File: src/rtl/node_mem_ctrl.sv
// node_mem_ctrl: single-port SRAM front end. After reset it clears the
// first DEPTH words, then serves one read or write request at a time.
// Reads use a registered-address SRAM with one cycle of read latency,
// and the response is held until downstream takes it.
//
// Handshakes: a transfer happens on a rising edge where valid && ready
// are both 1. A producer keeps valid and its payload stable until that
// edge. A consumer may raise or lower ready freely. o_rsp_valid/o_rsp_data
// hold stable until the edge where i_rsp_ready is 1.
module node_mem_ctrl #(
    parameter int ADDR_WIDTH = 4,
    parameter int DATA_WIDTH = 32,
    parameter int DEPTH      = 16
) (
    input  logic                  i_clk,
    input  logic                  i_rst_n,
    input  logic                  i_req_valid,
    output logic                  o_req_ready,
    input  logic                  i_req_write,
    input  logic [ADDR_WIDTH-1:0] i_req_addr,
    input  logic [DATA_WIDTH-1:0] i_req_data,
    output logic                  o_rsp_valid,
    input  logic                  i_rsp_ready,
    output logic [DATA_WIDTH-1:0] o_rsp_data,
    output logic                  o_init_done,
    output logic [ADDR_WIDTH-1:0] o_mem_addr,
    output logic                  o_mem_write,
    output logic [DATA_WIDTH-1:0] o_mem_data,
    input  logic [DATA_WIDTH-1:0] i_mem_data,
    output logic [2:0]            o_dbg_state
);

    // One extra bit lets the counter reach DEPTH, which marks the end of
    // the sweep even when DEPTH == 2**ADDR_WIDTH.
    localparam int CNT_W = ADDR_WIDTH + 1;

    typedef enum logic [2:0] {
        INIT = 3'd0,
        IDLE = 3'd1,
        WR   = 3'd2,
        RD1  = 3'd3,
        RD2  = 3'd4,
        RSP  = 3'd5
    } state_t;

    state_t                state_q, state_d;
    logic [CNT_W-1:0]      cnt_q, cnt_d;
    logic                  rsp_valid_q, rsp_valid_d;
    logic [DATA_WIDTH-1:0] rsp_data_q, rsp_data_d;
    logic                  init_done_q, init_done_d;
    logic [ADDR_WIDTH-1:0] mem_addr_q, mem_addr_d;
    logic                  mem_write_q, mem_write_d;
    logic [DATA_WIDTH-1:0] mem_data_q, mem_data_d;

    // State and every registered output; reset drops all of them at once.
    always_ff @(posedge i_clk or negedge i_rst_n) begin
        if (!i_rst_n) begin
            state_q     <= INIT;
            cnt_q       <= '0;
            rsp_valid_q <= 1'b0;
            rsp_data_q  <= '0;
            init_done_q <= 1'b0;
            mem_addr_q  <= '0;
            mem_write_q <= 1'b0;
            mem_data_q  <= '0;
        end else begin
            state_q     <= state_d;
            cnt_q       <= cnt_d;
            rsp_valid_q <= rsp_valid_d;
            rsp_data_q  <= rsp_data_d;
            init_done_q <= init_done_d;
            mem_addr_q  <= mem_addr_d;
            mem_write_q <= mem_write_d;
            mem_data_q  <= mem_data_d;
        end
    end

    // Next state and next register values; everything holds unless changed.
    always_comb begin
        state_d     = state_q;
        cnt_d       = cnt_q;
        rsp_valid_d = rsp_valid_q;
        rsp_data_d  = rsp_data_q;
        init_done_d = init_done_q;
        mem_addr_d  = mem_addr_q;
        mem_write_d = 1'b0;
        mem_data_d  = mem_data_q;
        case (state_q)
            INIT: begin
                if (cnt_q < CNT_W'(DEPTH)) begin
                    mem_addr_d  = cnt_q[ADDR_WIDTH-1:0];
                    mem_write_d = 1'b1;
                    mem_data_d  = '0;
                    cnt_d       = cnt_q + CNT_W'(1);
                end else begin
                    init_done_d = 1'b1;
                    state_d     = IDLE;
                end
            end
            IDLE: begin
                if (i_req_valid) begin
                    mem_addr_d = i_req_addr;
                    if (i_req_write) begin
                        mem_data_d  = i_req_data;
                        mem_write_d = 1'b1;
                        state_d     = WR;
                    end else begin
                        state_d = RD1;
                    end
                end
            end
            // SRAM commits the write on this edge; no response follows.
            WR:  state_d = IDLE;
            // SRAM samples the address on this edge.
            RD1: state_d = RD2;
            RD2: begin
                rsp_data_d  = i_mem_data;
                rsp_valid_d = 1'b1;
                state_d     = RSP;
            end
            RSP: begin
                if (i_rsp_ready) begin
                    rsp_valid_d = 1'b0;
                    state_d     = IDLE;
                end
            end
            default: state_d = INIT;
        endcase
    end

    assign o_req_ready = (state_q == IDLE);
    assign o_rsp_valid = rsp_valid_q;
    assign o_rsp_data  = rsp_data_q;
    assign o_init_done = init_done_q;
    assign o_mem_addr  = mem_addr_q;
    assign o_mem_write = mem_write_q;
    assign o_mem_data  = mem_data_q;
    assign o_dbg_state = state_q;

endmodule

File: config.mk
export PLATFORM = sky130hd
export DESIGN_NAME = node_mem_ctrl
export DESIGN_NICKNAME = d
export VERILOG_FILES = /design/src/rtl/node_mem_ctrl.sv
export SDC_FILE = /design/constraint.sdc
export NUM_CORES = 1
export LEC_CHECK = 0
export ABC_AREA = 0
export CAP_MARGIN = 20
export CORE_ASPECT_RATIO = 0.8
export CORE_MARGIN = 3
export CORE_UTILIZATION = 42
export CTS_BUF_LIST = sky130_fd_sc_hd__clkbuf_4
export DETAILED_ROUTE_END_ITERATION = 7
export PLACE_DENSITY = 0.86
export SLEW_MARGIN = 10
export SYNTH_ARGS = -nofsm -noshare
export SYNTH_HDL_FRONTEND = slang
export SYNTH_SLANG_ARGS = --single-unit
File: constraint.sdc
create_clock -name i_clk -period 2 [get_ports i_clk]
set_clock_uncertainty 0.15 [all_clocks]
set_input_delay 0.2 -clock i_clk [delete_from_list [all_inputs] [get_ports i_clk]]
set_output_delay 0.2 -clock i_clk [all_outputs]
set_load 0.01 [all_outputs]
==> impl_metrics.py <==
metrics = {
    "timing": {
        "setup_tns_after_final_layout_ns": 0,
        "slew-limit-headroom_pct": 65.7,
        "finalCritPeriodShare_pct": 92.0,
        "timing.fmax_mhz": 544,
        "period_needed_ns": 1.84,
        "setup_viol": 0,
        "timing_hold_violations_final": 0,
        "worst_pin_slew_ns": 0.515,
        "report.final.slew_viol_count": 0,
        "layout_setup_ws_ns": 0.160,
        "rsz0062_at_grt": "false",
        "hold_slack_ns": 0.146,
    },
    "setup_path": {
        "critical_path.cell_chain": "buf_4 -> clkdlybuf4s50_1",
        "crit_type": "flip-flop to primary output",
        "worst_path_max_delay_cell": "clkdlybuf4s50_1",
        "setup.worst_path.end_class": "primary output",
        "cp-start-kind": "flip-flop",
        "critPathMaxStageDelay_ns": 0.55,
        "worst_ep_arrival_time_ns": 1.49,
        "cp_data_required_time_ns": 1.65,
        "path_max_fanout": 8,
    },
    "clocking": {
        "cts.root.buffer_cell": "clkbuf_4",
        "cts_max_level": 3,
        "cts_buffer_count": 9,
        "cts.path.max_buffers": 2,
        "clock_latency_ns": 0.40,
        "sinks_on_the_clock_net": 79,
        "tritoncts": "yes",
        "clkTransAtPathRegs_ns": 0.12,
    },
    "synthesis": {
        "synth_top_cell_by_area": "dfrtp_1",
        "number_of_distinct_standard_cells_referenced_by_the_synthesized_netlist": 29,
        "complex_gate_fraction_of_the_synthesized_area_pct": 11.7,
        "synth_fa_ha_area_share_pct": 0.413,
        "synth-warning-count": 0,
        "synth_register_bits": 79,
        "mappedNetlistNets": 269,
        "postSynth.topFlopCell": "dfrtp_1",
        "synth.area.top_cells": "dfrtp_1 (65%), mux2_2 (15%), a22o_1 (9.3%)",
        "synth.mux.area_fraction_pct": 15.2,
        "mappedNetlistArea_sq_um": 3030,
        "synth_largest_type_area_fraction_pct": 65.3,
        "sequential_fraction_of_the_synthesis_area_pct": 65.3,
        "post_synth_xor_area_fraction_pct": 0.867,
        "async_flop_share_pct": 100,
        "syn_inst": 195,
        "combinational_family_with_the_most_area_after_synthesis": "multiplexers",
        "number_of_synthesized_flops_with_an_enable_pin": 0,
        "synth_simple_gate_area_share_pct": 3.02,
        "synth_area_per_cell_sq_um": 15.5,
    },
    "floorplanning": {
        "initial_core_util_pct": 43.7,
        "rows": 27,
        "die_area_sq_um": 8270,
        "pin_count": 148,
        "die_height_um": 82.0,
        "fp.coreArea_sq_um": 6930,
        "die_width_um": 101,
    },
    "global_routing": {
        "number_of_antenna_violations_at_the_first_check_in_global_routing": 0,
        "grt_pass1_wl_um": 11400,
        "grt_max_degree": 42,
        "gr-usage-all-layers_pct": 17.9,
        "grt_pass1_vias": 2315,
        "grt_overflow_total": 0,
    },
    "drt": {
        "avgRoutedWirePerCell_um": 16.6,
        "drt_first_iter_violations": 47,
        "detail_route.vias_per_cell": 4.99,
        "drt_first_pass_iters": 4,
        "wl_um": 7330,
        "drtAntennaViolNets": 0,
        "drc_errors": 0,
        "routed-via-count": 2201,
    },
    "cells_and_area": {
        "drive_above_1_share_pct": 19.8,
        "layout-area-overhead-vs-synth_pct": 57.2,
        "postLayoutCellArea_sq_um": 4760,
        "num_antenna_cells": 0,
        "fin_nets": 425,
    },
    "min_path": {
        "worst_hold_path_type": "primary input to asynchronous set/reset pin",
    },
    "power_and_ir_drop": {
        "power_mw": 7.36,
        "power_leakage_nw": 2.04,
        "vdd_ir_drop_max_uv": 703,
        "powerDensity_nw_per_um2": 1540,
    },
    "run": {
        "maxCapViolations": 0,
    },
    "place": {
        "hpwlAfterDp_um": 5420,
        "placement.io_buffers": 147,
        "gp_routability_congestion": 0.761,
        "place_worst_setup_slack_ns": 0.204,
        "placed_cell_area_sq_um": 4600,
    },
    "run_status": {
        "status": "complete, no violations",
    },
}
-- logic make-up after synthesis --
group / count (synthesis)
flops: 79
compound gates: 41
mux: 41
simple gates: 16
buf+inv: 14
xor+xnor: 3
fa+ha+maj: 1
-- flip-flops by register name, indices dropped and copies added (netlist names) --
signal / count
o_rsp_valid: 1
o_dbg_state: 3
o_mem_addr: 4
o_init_done: 1
o_rsp_data: 32
o_mem_data: 32
cnt_q: 5
o_mem_write: 1
-- critical path: cells and delay by family, from the launching register on --
family / cells / cell delay (ns)
buffers and inverters: 2 / 0.71
flip-flops: 1 / 0.37
-- repair_timing --
action | in CTS | in global routing
hold buffers | 1 | 0
endpoints found under the setup margin | 2 | 0
setup buffers | 1 | 0
gates resized for setup | 3 | 0
endpoints found under the hold margin | 40 | 0
-- cells in the final DEF (no fill, tap or decap), types with 2 or more instances in the layout --
cell / count
clkinv_1: 2
a22o_1: 32
buf_4: 8
a21o_1: 2
clkdlybuf4s50_1: 145
xor2_1: 2
mux2_2: 41
o21a_1: 2
dfrtp_1: 78
nor2_1: 3
buf_12: 2
nand2_1: 4
bufinv_16: 2
inv_1: 2
clkbuf_4: 9
-- stage by stage --
stage                     util (%)  instances
after detailed placement      66.4        425
after floorplan                  -        195
after CTS                     68.8        441
after global routing          68.8        441
after global placement        66.4        425
final                         68.8        441
-- where the power goes --
group          switching (mW)  leakage, nW  internal [mW]
registers               0.441        0.979           2.36
logic                    1.37        0.986           2.20
clock network           0.511       0.0730          0.486
total                    2.32         2.04           5.04
-- cell usage after synthesis (2+ instances only) --
cell type   n
dfrtp_1    79
mux2_2     41
a22o_1     32
buf_6       5
nand2_1     4
buf_2       3
buf_4       3
nor2_1      3
a21o_1      2
inv_1       2
o21a_1      2
xor2_1      2
-- layout make-up --
class	count	area [sq um]
fill	524	2160
sequential	79	1980
timing repair buffer	157	1570
multi-input combinational	102	956
tap	87	109
clock inverter	5	75.1
clock buffer	9	67.6
inverter	2	7.51
-- worst paths after layout --
check	to	startpoint	cells past startpoint	slack (ns)
max in group asynchronous	o_rsp_data[0]	i_rst_n	3	0.95
max reg2reg	o_mem_addr[0]	o_dbg_state[0]	4	0.17
max	o_dbg_state[1]	o_dbg_state[1]	2	0.16
min	o_mem_addr[2]	i_rst_n	2	0.15
min in group i_clk	o_mem_data[30]	i_req_data[30]	2	0.23
min reg2reg	o_init_done	o_init_done	1	0.32
-- per-layer routing --
layer	global-route usage, %	vias up	share of wire (%)
met1	23.3	1071	42
met3	5.52	12	8.9
met4	6.37	0	1.6
li1	-	1019	-
met2	28.7	99	47
met5	0	-	0
No activity file was read; power rests on OpenSTA's default activity.
